==> config.mk <==
export PLATFORM = sky130hd
export DESIGN_NAME = parity_arbiter
export DESIGN_NICKNAME = d
export VERILOG_FILES = /design/src/rtl/parity_pkg.sv /design/src/rtl/parity_unit.sv /design/src/rtl/parity_arbiter.sv
export SDC_FILE = /design/constraint.sdc
export NUM_CORES = 1
export LEC_CHECK = 0
export BUFFER_PORTS_ARGS = -buffer_cell sky130_fd_sc_hd__buf_2
export CORE_UTILIZATION = 45
export DETAILED_ROUTE_END_ITERATION = 8
export GPL_ROUTABILITY_DRIVEN = 0
export GPL_TIMING_DRIVEN = 0
export PLACE_DENSITY = 0.8
export SYNTH_ARGS = -nofsm -noshare
export SYNTH_HDL_FRONTEND = slang
export SYNTH_HIERARCHICAL = 1
export SYNTH_SLANG_ARGS = --single-unit
export TNS_END_PERCENT = 50
==> constraint.sdc <==
create_clock -name clk -period 2.48 [get_ports clk]
set_input_delay 0.248 -clock clk [delete_from_list [all_inputs] [get_ports clk]]
set_output_delay 0.248 -clock clk [all_outputs]
set_load 0.005 [all_outputs]
==> src/rtl/parity_pkg.sv <==
// Shared types and helpers for the round-robin parity arbiter.
// Optional served counters are enabled with the PARITY_STATS_EN macro.
package parity_pkg;

    localparam int DEF_N_REQ  = 4;
    localparam int DEF_DATA_W = 16;
    localparam int DEF_CNT_W  = 16;
    localparam int ID_W       = $clog2(DEF_N_REQ);

    typedef enum logic [1:0] {
        IDLE,
        CALC,
        RESP
    } state_t;

    // Index of the first set request at or after ptr, wrapping modulo n.
    function automatic int rr_pick(input logic [15:0] req, input int ptr, input int n);
        int   pick;
        int   idx;
        logic found;
        pick  = 0;
        found = 1'b0;
        for (int i = 0; i < 16; i++) begin
            if (i < n) begin
                idx = (ptr + i) % n;
                if (!found && req[4'(idx)]) begin
                    pick  = idx;
                    found = 1'b1;
                end
            end
        end
        return pick;
    endfunction

endpackage

==> src/rtl/parity_unit.sv <==
// Combinational even-parity generator: XOR-reduction of one word.
module parity_unit #(
    parameter int DATA_W = 16
) (
    input  logic [DATA_W-1:0] word,
    output logic              parity
);

    assign parity = ^word;

endmodule

==> src/rtl/parity_arbiter.sv <==
// Round-robin arbiter sharing one parity unit among N_REQ requesters.
// Define PARITY_STATS_EN to add per-requester served counters (served_cnt).
module parity_arbiter
    import parity_pkg::*;
#(
    parameter int N_REQ  = DEF_N_REQ,
    parameter int DATA_W = DEF_DATA_W
`ifdef PARITY_STATS_EN
    ,
    parameter int CNT_W  = DEF_CNT_W
`endif
) (
    input  logic                      clk,
    input  logic                      rst_n,
    input  logic [N_REQ-1:0]          req,
    input  logic [N_REQ*DATA_W-1:0]   data,
    output logic [N_REQ-1:0]          gnt,
    output logic                      rsp_valid,
    input  logic                      rsp_ready,
    output logic                      rsp_parity,
    output logic [$clog2(N_REQ)-1:0]  rsp_id,
    output logic                      busy
`ifdef PARITY_STATS_EN
    ,
    output logic [N_REQ*CNT_W-1:0]    served_cnt
`endif
);

    localparam int ID_BITS = $clog2(N_REQ);

    state_t              state;
    state_t              next_state;
    logic [ID_BITS-1:0]  rr_ptr;
    logic [ID_BITS-1:0]  pick_id;
    logic [ID_BITS-1:0]  next_ptr;
    logic [ID_BITS-1:0]  id_q;
    logic [DATA_W-1:0]   word_q;
    logic                grant_fire;
    logic                parity_bit;

    assign pick_id  = ID_BITS'(rr_pick(16'(req), int'(rr_ptr), N_REQ));
    assign next_ptr = (pick_id == ID_BITS'(N_REQ - 1)) ? '0 : pick_id + 1'b1;

    parity_unit #(
        .DATA_W (DATA_W)
    ) u_parity (
        .word   (word_q),
        .parity (parity_bit)
    );

    // Grant is gated by rst_n so it reads zero while reset is held.
    always_comb begin
        next_state = state;
        grant_fire = 1'b0;
        gnt        = '0;
        case (state)
            IDLE: begin
                if ((|req) && rst_n) begin
                    grant_fire   = 1'b1;
                    gnt[pick_id] = 1'b1;
                    next_state   = CALC;
                end
            end
            CALC: next_state = RESP;
            RESP: begin
                if (rsp_ready) begin
                    next_state = IDLE;
                end
            end
            default: next_state = IDLE;
        endcase
    end

    always_ff @(posedge clk or negedge rst_n) begin
        if (!rst_n) begin
            state      <= IDLE;
            rr_ptr     <= '0;
            word_q     <= '0;
            id_q       <= '0;
            rsp_parity <= 1'b0;
        end else begin
            state <= next_state;
            if (grant_fire) begin
                word_q <= data[pick_id*DATA_W +: DATA_W];
                id_q   <= pick_id;
                rr_ptr <= next_ptr;
            end
            if (state == CALC) begin
                rsp_parity <= parity_bit;
            end
        end
    end

    assign rsp_valid = (state == RESP);
    assign rsp_id    = id_q;
    assign busy      = (state != IDLE);

`ifdef PARITY_STATS_EN
    logic [CNT_W-1:0] cnt_q [N_REQ];

    // Counters wrap naturally at 2^CNT_W.
    always_ff @(posedge clk or negedge rst_n) begin
        if (!rst_n) begin
            for (int i = 0; i < N_REQ; i++) begin
                cnt_q[i] <= '0;
            end
        end else if (rsp_valid && rsp_ready) begin
            cnt_q[id_q] <= cnt_q[id_q] + 1'b1;
        end
    end

    for (genvar g = 0; g < N_REQ; g++) begin : g_cnt_out
        assign served_cnt[g*CNT_W +: CNT_W] = cnt_q[g];
    end
`endif

endmodule

==> results.md, run 1 <==
* RSZ-0062 raised after global routing: no
* Layout cells sized above 1 at 48.7%
* Starting DRC count in detailed routing at 33
* Largest net degree at the start of global routing at 25
* Sink Count at 23
* CP startpoint kind: register
* Vias/cell at 5.01
* Worst-path clk slew at 0.08 ns
* Syn Area/Cell at 11.2 µm²
* Tcrit/Tclk final at 94.0%
* Hold Vio Cnt, Final at 0
* Worst-path fanout max at 10
* Core Rows at 21
* Max Root-Sink Buffers at 2
* Max cap viols at 0
* Slew Viols, Final at 0
* Gate power share at 63.0%
* Filler Cell Count at 315
* Worst-Skew Late Latency at 0.26 ns
* Outcome: finished clean
* Pre-Repair DR Iteration Count at 4
* Required @ worst endpoint at 2.23 ns
* Setup violations, final at 0
* Endpoint type of the worst setup path: primary output
* Initial antenna violation count at 0
* Layout area overhead at 30.8%
* Max VDD drop at 493 µV
* Worst setup margin at 0.148 ns
* Setup tns final at 0 ns
* Top-area cell type share of the netlist area at 34.7%
* Number of synthesized flops with an enable pin at 0
* Ant diodes at 0
* Die H at 62.7 µm
* Clk pwr share at 9.3%
* Main synth FF type: dfrtp_1
* Seq/Total Area, Yosys at 34.7%
* Antenna viol nets, final at 0
* Area leader, netlist: dfrtp_1
* Synth Instances at 148
* Top cells by area, synth: dfrtp_1, mux2i_1, o221ai_2
* Routed WL per cell at 12.7 µm
* Number of global-route vias before repair at 1,394
* Switching Share at 39.4%
* DRC Markers at 0
* Initial Util at 48.2%
* Detailed Route WL at 3540 µm
* Post-synth top cells: mux2i_1, nand2_1, dfrtp_1
* Total Power at 2.46 mW
* HP Class: input port to register
* Fmax at 0.429 GHz
* Post-synth ARST share at 100%
* Register share of total power at 27.7%
* Count leader, synth: mux2i_1
* First-pass GRT wire length at 6010 µm
* Warnings from Yosys at 6
* Post CTS Setup Buffer Count at 0
* Slew @ Worst Pin at 0.424 ns
* Pwr Density at 1130 nW/µm²
* Full die area at 3930 µm²
* Final critical-path required period at 2.33 ns
* Chip width at 62.7 µm
* I/O pin count at 80
* Synth Cell Area at 1660 µm²
* Net Sw Power at 0.969 mW
* IO Port Bufs at 79
* Syn_nets at 220
* DR vias at 1,393
* Yosys reg bits at 23
* Inserted Clock Buffers at 3
* CTS tree: built
* Root buffer cell: clkbuf_8
* # nets final at 305
* Global route overflow at 0
* Cell internal pwr at 1.49 mW
* Final Skew at 0.00116 ns
* H-tree depth at 1
* Worst slack, placed at 0.443 ns
* CP Class: register to primary output
* GR Util All Layers at 19.5%
* Synth unique cells at 28
* Leak at 1.12 nW
* Worst path arrival time at 2.08 ns
* Worst slew margin at 71.7%
* Post-DP HPWL at 2800 µm
* CORE AREA at 3440 µm²
## path summary, 6_finish.rpt
path,slack [ns],depth (start not counted),startpoint,to
worst max-delay path,0.15,8,rr_ptr[1]$_DFFE_PN0P_,gnt[3]
worst min-delay path,0.18,2,rsp_ready,state[1]$_DFFE_PN0P_
worst max register to register,0.54,7,rr_ptr[1]$_DFFE_PN0P_,word_q[1]$_DFFE_PN0P_
worst min register to register,0.47,2,rsp_id[0]$_DFFE_PN0P_,rsp_id[0]$_DFFE_PN0P_
max in group asynchronous,1.78,2,rst_n,word_q[4]$_DFFE_PN0P_
min in group asynchronous,0.45,2,rst_n,word_q[9]$_DFFE_PN0P_
## area by class of cell
| class | instances | area [µm²] | area share (%) |
|---|---|---|---|
| buffer | 9 | 110 | 5.07 |
| clock buffer | 3 | 41.3 | 1.90 |
| clock inverter | 1 | 5.00 | 0.231 |
| inverter | 5 | 18.8 | 0.865 |
| multi-input combinational | 111 | 955 | 44.0 |
| sequential | 23 | 576 | 26.5 |
| tap | 46 | 57.6 | 2.65 |
| timing repair buffer | 80 | 408 | 18.8 |
## logic make-up after synthesis
family	synth area share (%)
adder cells (fa/ha/maj)	0.754
flip-flops	34.7
XOR/XNOR	7.92
multiplexers	20.6
buffers and inverters	7.77
AO/OA/AOI/OAI	17.6
AND/OR/NAND/NOR	10.6
## flip-flops by register name, summed over array words and instances (netlist names)
signal,count
rr_ptr,2
rsp_id,2
rsp_parity,1
state,2
word_q,16
## power by group through the flow
stage	combinational, mW	clock (mW)	sequential, mW
after floorplan	1.25	0	0.662
after global placement	1.52	0	0.678
after detailed placement	1.56	0	0.686
after CTS	1.57	0.238	0.680
after global routing	1.69	0.254	0.703
final	1.55	0.230	0.680
## worst max-delay path, cell delays in order, from the launching register on
cell and delay (ns):
dfrtp_1 0.45, mux2i_1 0.22, nor2_1 0.07, a311oi_1 0.26
buf_4 0.27, buf_8 0.18, ha_1 0.14, and2_1 0.12
buf_2 0.11
## metrics by stage
stage	hold WS, ns	area (µm²)	instances	utilization (%)
6_report	0.182	2170	278	63.1
3_5_place_dp	0.257	2110	273	61.4
5_1_grt	0.211	2170	278	63.1
4_1_cts	0.181	2170	278	63.0
3_3_place_gp	0.255	2110	273	61.4
2_1_floorplan	-0.0476	1660	148	-
## placed cells by master, fill, tap and decap left out, types with 3 or more instances in the layout
cell type | netlist | layout
o221ai_2 | 16 | 16
inv_1 | 4 | 4
xnor2_1 | 14 | 14
nor2_1 | 5 | 5
dfrtp_1 | 23 | 23
buf_12 | 3 | 3
nand2_1 | 24 | 24
clkbuf_8 | 0 | 3
mux2i_1 | 33 | 33
a21oi_1 | 3 | 3
nand2b_1 | 3 | 3
buf_2 | 1 | 79
## metal layers
| layer | global-route usage, % | wire length (µm) |
|---|---|---|
| met1 | 23.6 | 1480 |
| met2 | 36.0 | 1880 |
| met4 | 4.36 | 19 |
| met3 | 2.92 | 160 |
| met5 | 0 | 0 |
## what timing repair did
item | CTS | global route
hold buffers | 1 | 0
gates resized for setup | 0 | 1
endpoints found under the hold margin | 23 | 0
setup endpoints to repair | 0 | 2
No activity file was read; power rests on OpenSTA's default activity.
==> run 2, diff against run 1 <==
--- a/config.mk
+++ b/config.mk
@@ -10,6 +10,7 @@
 export DETAILED_ROUTE_END_ITERATION = 8
 export GPL_ROUTABILITY_DRIVEN = 0
 export GPL_TIMING_DRIVEN = 0
+export MAX_ROUTING_LAYER = met4
 export PLACE_DENSITY = 0.8
 export SYNTH_ARGS = -nofsm -noshare
 export SYNTH_HDL_FRONTEND = slang
==> run 2 against run 1 <==
Compared with the run above:
- sequential cell count stayed put
- first-iteration DRC count grew 30%
- non-clock buffer count stayed put
- global-route usage rose by 0.60 points
- final area is the same
- die area stayed put
- utilization is the same
- combinational power about the same
- count of clock-buffer cells in the layout did not move
- clock skew increased by 0.0024 ns
- wire length barely moved
- critical path type unchanged
- largest power group unchanged
==> results.md, run 2 (synthesized netlist as in run 1, its figures left out) <==
* Setup tns final at 0 ns (unchanged)
* HP Class: input port to register
* Post-DP HPWL at 2800 µm (unchanged)
* IO Port Bufs at 79 (unchanged)
* Post CTS Setup Buffer Count at 0 (unchanged)
* Final Skew at 0.00356 ns (+0.00240 ns)
* Leak at 1.12 nW (unchanged)
* Reg with most FFs: word_q
* CP startpoint kind: register
* Endpoint type of the worst setup path: primary output
* Slew Viols, Final at 0 (unchanged)
* Critical path origin: rr_ptr[1]$_DFFE_PN0P_
* Final critical-path required period at 2.33 ns (+0.00264 ns)
* Commonest cells after routing, fill and taps aside: buf_2, mux2i_1, nand2_1, dfrtp_1, o221ai_2
* Hold Vio Cnt, Final at 0 (unchanged)
* Worst-Skew Late Latency at 0.26 ns (about the same)
* Chip width at 62.7 µm (unchanged)
* Worst-path clk slew at 0.08 ns (about the same)
* RR Startpoint: rr_ptr[1]$_DFFE_PN0P_
* Layout area overhead at 30.8% (unchanged)
* FF-to-FF End: word_q[1]$_DFFE_PN0P_
* Setup violations, final at 0 (unchanged)
* Largest net degree at the start of global routing at 25 (unchanged)
* Switching Share at 39.6% (+0.14 points)
* Sink Count at 23 (unchanged)
* Root buffer cell: clkbuf_8
* H-tree depth at 1 (unchanged)
* CTS tree: built
* DR vias at 1,406 (+0.93%)
* Filler Cell Count at 315 (unchanged)
* Worst-path fanout max at 10 (unchanged)
* Pwr Density at 1130 nW/µm² (+0.23%)
* Register share of total power at 27.6% (about the same)
* Die H at 62.7 µm (unchanged)
* Max cap viols at 0 (unchanged)
* Max VDD drop at 494 µV (+0.18%)
* Worst reg2reg path depth at 7 (unchanged)
* Required @ worst endpoint at 2.23 ns (about the same)
* GR Util All Layers at 20.1% (+0.60 points)
* Routing usage on met2 at 35.7% (-0.27 points)
* Clk pwr share at 9.4% (about the same)
* # nets final at 305 (unchanged)
* Global route overflow at 0 (unchanged)
* Inserted Clock Buffers at 3 (unchanged)
* Vias/cell at 5.06 (+0.93%)
* Worst path arrival time at 2.09 ns (about the same)
* Worst slew margin at 71.7% (about the same)
* Starting DRC count in detailed routing at 43 (+30%)
* Net Sw Power at 0.975 mW (+0.58%)
* Outcome: finished clean
* Flop2flop setup slack at 0.54 ns (about the same)
* Max Root-Sink Buffers at 2 (unchanged)
* Final Util at 63.1% (unchanged)
* Tcrit/Tclk final at 94.1% (+0.11 points)
* Slew @ Worst Pin at 0.425 ns (+0.000466 ns)
* Fmax at 0.428 GHz (-0.11%)
* Detailed Route WL at 3540 µm (about the same)
* Layout cells sized above 1 at 48.7% (unchanged)
* Most common cell after layout, fill and taps aside: buf_2
* Cell internal pwr at 1.49 mW (unchanged)
* Initial Util at 48.2% (unchanged)
* Gate power share at 62.9% (about the same)
* Antenna viol nets, final at 0 (unchanged)
* CP Class: register to primary output
* I/O pin count at 80 (unchanged)
* Crit path to: gnt[3]
* Reg area at 576 µm² (unchanged)
* Met1 Use GR at 23.9% (+0.34 points)
* Area of the multi-input gates at 955 µm² (unchanged)
* Initial antenna violation count at 0 (unchanged)
* First-pass GRT wire length at 6020 µm (+0.23%)
* DRC Markers at 0 (unchanged)
* Layer with the highest usage: met2
* Total Power at 2.46 mW (+0.23%)
* Routed WL per cell at 12.7 µm (about the same)
* Full die area at 3930 µm² (unchanged)
* Met3 track demand over resource at 2.92% (unchanged)
* Ant diodes at 0 (unchanged)
* Largest register FFs at 16 (unchanged)
* RSZ-0062 raised after global routing: no
* CORE AREA at 3440 µm² (unchanged)
* Core Rows at 21 (unchanged)
* Number of global-route vias before repair at 1,390 (-0.29%)
* Pre-Repair DR Iteration Count at 4 (unchanged)
==> run 2: what timing repair did <==
item,4_1_cts,5_1_grt
hold endpoints to repair,23,0
hold buffers,1,0
setup endpoints to repair,0,2
gates resized for setup,0,1
==> run 2: worst min-delay path by stage <==
stage,slack (ns),depth (start not counted),startpoint,to
floorplan,-0.05,0,rst_n,rr_ptr[0]$_DFFE_PN0P_
global placement,0.26,1,rst_n,state[1]$_DFFE_PN0P_
detailed placement,0.26,1,rst_n,state[0]$_DFFE_PN0P_
CTS,0.18,2,rsp_ready,state[1]$_DFFE_PN0P_
global route,0.21,2,rsp_ready,state[1]$_DFFE_PN0P_
finish,0.18,2,rsp_ready,state[1]$_DFFE_PN0P_
==> run 2: metrics by stage <==
| stage | cells | worst slack [ns] | area [µm²] | hold slack, ns |
|---|---|---|---|---|
| detailed placement | 273 | 0.443 | 2110 | 0.257 |
| global placement | 273 | 0.457 | 2110 | 0.255 |
| CTS | 278 | 0.0519 | 2170 | 0.181 |
| global route | 278 | 0.00810 | 2170 | 0.211 |
| finish | 278 | 0.146 | 2170 | 0.182 |
| floorplan | 148 | 0.736 | 1660 | -0.0476 |
==> run 2: per-layer routing <==
metal / up-vias / share of wire [%]
li1: 708 / -
met2: 45 / 53
met5: - / 0
met3: 2 / 3.9
met1: 651 / 42
met4: 0 / 0.54
==> run 2: power by group through the flow <==
stage | logic [mW] | clock network, mW | registers [mW]
CTS | 1.57 | 0.238 | 0.680
floorplan | 1.25 | 0 | 0.662
finish | 1.55 | 0.232 | 0.681
detailed placement | 1.56 | 0 | 0.686
global route | 1.69 | 0.254 | 0.703
global placement | 1.52 | 0 | 0.678
==> run 2: area by class of cell <==
| type | count | area share, % |
|---|---|---|
| inverters | 5 | 0.865 |
| well taps | 46 | 2.65 |
| clock buffers | 3 | 1.90 |
| flip-flops and latches | 23 | 26.5 |
| plain buffers | 9 | 5.07 |
| clock inverters | 1 | 0.231 |
| multi-input cells | 111 | 44.0 |
| repair buffers | 80 | 18.8 |
==> run 2: critical path: stages (launching register included) <==
cell and delay [ns]:
dfrtp_1 0.45, mux2i_1 0.22, nor2_1 0.07, a311oi_1 0.26
buf_4 0.27, buf_8 0.18, ha_1 0.14, and2_1 0.12
buf_2 0.11
==> run 3, diff against run 2 <==
--- a/config.mk
+++ b/config.mk
@@ -5,13 +5,13 @@
 export SDC_FILE = /design/constraint.sdc
 export NUM_CORES = 1
 export LEC_CHECK = 0
-export BUFFER_PORTS_ARGS = -buffer_cell sky130_fd_sc_hd__buf_2
-export CORE_UTILIZATION = 45
+export CORE_UTILIZATION = 30
 export DETAILED_ROUTE_END_ITERATION = 8
+export DONT_BUFFER_PORTS = 1
 export GPL_ROUTABILITY_DRIVEN = 0
 export GPL_TIMING_DRIVEN = 0
 export MAX_ROUTING_LAYER = met4
-export PLACE_DENSITY = 0.8
+export PLACE_DENSITY = 0.46
 export SYNTH_ARGS = -nofsm -noshare
 export SYNTH_HDL_FRONTEND = slang
 export SYNTH_HIERARCHICAL = 1
==> run 3 against run 2 <==
Compared with the run above:
- total power fell by 4.0%
- clock skew is 0.00059 ns lower
- sequential power increased by 0.7%
- final cell count decreased by 19%
- fmax is 3.2% higher
- sequential cell count is the same
- critical path type unchanged
- critical endpoint unchanged
- largest power group unchanged
==> results.md, run 3 (synthesized netlist as in run 1, its figures left out) <==
* Outcome: finished clean
* Initial Util at 31.9% (-16 points)
* Critical path origin: rr_ptr[1]$_DFFE_PN0P_
* Antenna viol nets, final at 0 (unchanged)
* Final Skew at 0.00297 ns (-0.000592 ns)
* GR Util All Layers at 13.3% (-6.8 points)
* Final critical-path required period at 2.26 ns (-0.0722 ns)
* Clk pwr share at 9.8% (+0.4 points)
* Pre-Repair DR Iteration Count at 4 (unchanged)
* Ant diodes at 0 (unchanged)
* Required @ worst endpoint at 2.23 ns (about the same)
* Detailed Route WL at 3610 µm (+1.9%)
* Vias/cell at 5.00 (-1.2%)
* First-pass GRT wire length at 5810 µm (-3.6%)
* Commonest cells after routing, fill and taps aside: mux2i_1, nand2_1, dfrtp_1, o221ai_2, xnor2_1
* Core Rows at 26 (+24%)
* CP cell instances: mux2i_1 -> nor2_1 -> a311oi_1 -> buf_4 -> buf_8 -> ha_1 -> and2_1
* Gate power share at 61.2% (-1.7 points)
* Post-Place Cells at 218 (-20%)
* Worst-path fanout max at 10 (unchanged)
* Layout cells sized above 1 at 22.1% (-27 points)
* Initial antenna violation count at 0 (unchanged)
* Full die area at 5830 µm² (+48%)
* Max Root-Sink Buffers at 2 (unchanged)
* Starting DRC count in detailed routing at 12 (-72%)
* Max cap viols at 0 (unchanged)
* Max VDD drop at 353 µV (-29%)
* Leak at 0.808 nW (-28%)
* Endpoint type of the worst setup path: primary output
* IO Port Bufs at 0 (-100%)
* Tcrit/Tclk final at 91.2% (-2.9 points)
* DRC Markers at 0 (unchanged)
* Global route overflow at 0 (unchanged)
* DR vias at 1,119 (-20%)
* Highest metal used: met4
* CTS tree: built
* CORE AREA at 5200 µm² (+51%)
* # nets final at 227 (-26%)
* Inserted Clock Buffers at 3 (unchanged)
* Hold Vio Cnt, Final at 0 (unchanged)
* Pwr Density at 1300 nW/µm² (+14%)
* Layout area overhead at 9.80%
* Worst path arrival time at 2.01 ns (-0.08 ns)
* Met1 wire length at 1670 µm (+12%)
* Cell internal pwr at 1.42 mW (-4.3%)
* Setup violations, final at 0 (unchanged)
* Die H at 76.4 µm (+22%)
* HP Class: input port to register
* Worst Hold Launch: rsp_ready
* Fmax at 0.442 GHz (+3.2%)
* Routed wl met3 at 209 µm (+51%)
* Worst slew margin at 67.2% (-4.5 points)
* Sink Count at 23 (unchanged)
* # resized after CTS at 0 (unchanged)
* Most common cell after layout, fill and taps aside: mux2i_1
* Number of global-route vias before repair at 1,120 (-19%)
* Routed wl met2 at 1700 µm (-9.7%)
* CP Class: register to primary output
* Setup tns final at 0 ns (unchanged)
* Worst-path clk slew at 0.08 ns (about the same)
* Largest net degree at the start of global routing at 24 (-4.0%)
* CP startpoint kind: register
* Routed WL per cell at 16.1 µm (+26%)
* Worst-Skew Late Latency at 0.26 ns (about the same)
* I/O pin count at 80 (unchanged)
* Slew Viols, Final at 0 (unchanged)
* RR Startpoint: rr_ptr[1]$_DFFE_PN0P_
* Final non-filler cell total at 224 (-19%)
* Switching Share at 39.7% (+0.16 points)
* Reg with most FFs: word_q
* CP max stage delay at 0.46 ns (about the same)
* Net Sw Power at 0.939 mW (-3.6%)
* RSZ-0062 raised after global routing: no
* Register share of total power at 29.0% (+1.4 points)
* Slowest CP cell: dfrtp_1
* Slew @ Worst Pin at 0.491 ns (+0.0669 ns)
* Root buffer cell: clkbuf_8
* Flop2flop setup slack at 0.49 ns (-0.05 ns)
* Largest register FFs at 16 (unchanged)
* Post-DP HPWL at 2740 µm (-2.3%)
* Chip width at 76.4 µm (+22%)
* H-tree depth at 1 (unchanged)
[run 3: metal layers]
metal  up-vias  GRT usage [%]
met2        46           21.0
met5         -              -
li1        548              -
met4         0           2.88
met3         2           3.35
met1       523           17.2
[run 3: per-stage QoR]
step,power [mW],hold slack [ns],cell area (µm²),utilization (%),worst slack (ns)
after global routing,2.58,0.0932,1820,35.0,0.108
after detailed placement,2.16,-0.0471,1750,33.6,0.527
after floorplan,1.91,-0.0476,1660,-,0.736
after CTS,2.42,0.0981,1820,35.0,0.211
final,2.36,0.0974,1820,35.0,0.218
after global placement,2.14,-0.0469,1750,33.6,0.542
[run 3: worst paths after layout]
kind | endpoint | cells after the start
setup / recovery | gnt[3] | 7
hold / removal | state[1]$_DFFE_PN0P_ | 1
setup reg to reg | word_q[9]$_DFFE_PN0P_ | 7
hold reg to reg | rsp_id[1]$_DFFE_PN0P_ | 2
max in group asynchronous | word_q[1]$_DFFE_PN0P_ | 2
min in group asynchronous | word_q[6]$_DFFE_PN0P_ | 2
[run 3: power groups by stage]
| stage | clock [mW] | sequential, mW | combinational, mW |
|---|---|---|---|
| global placement | 0 | 0.689 | 1.45 |
| global route | 0.259 | 0.709 | 1.61 |
| finish | 0.232 | 0.686 | 1.45 |
| floorplan | 0 | 0.662 | 1.25 |
| detailed placement | 0 | 0.697 | 1.47 |
| CTS | 0.246 | 0.689 | 1.49 |
[run 3: worst max-delay path: cells and delay by family, from the launching register on]
kind                     cells  cell delay [ns]
flip-flops                   1             0.46
AO/OA/AOI/OAI                1             0.27
buffers and inverters        2             0.47
AND/OR/NAND/NOR              2             0.20
multiplexers                 1             0.21
adder cells (fa/ha/maj)      1             0.14
[run 3: timing repair]
action	CTS	global route
buffers inserted	0	0
hold buffers	2	0
endpoints found under the hold margin	23	0
[run 3: final cells by class]
type | instances | area, µm²
buffer | 9 | 110
clock buffer | 4 | 45.0
fill | 535 | 3380
inverter | 5 | 18.8
multi-input combinational | 111 | 955
sequential | 23 | 576
tap | 70 | 87.6
timing repair buffer | 2 | 30.0
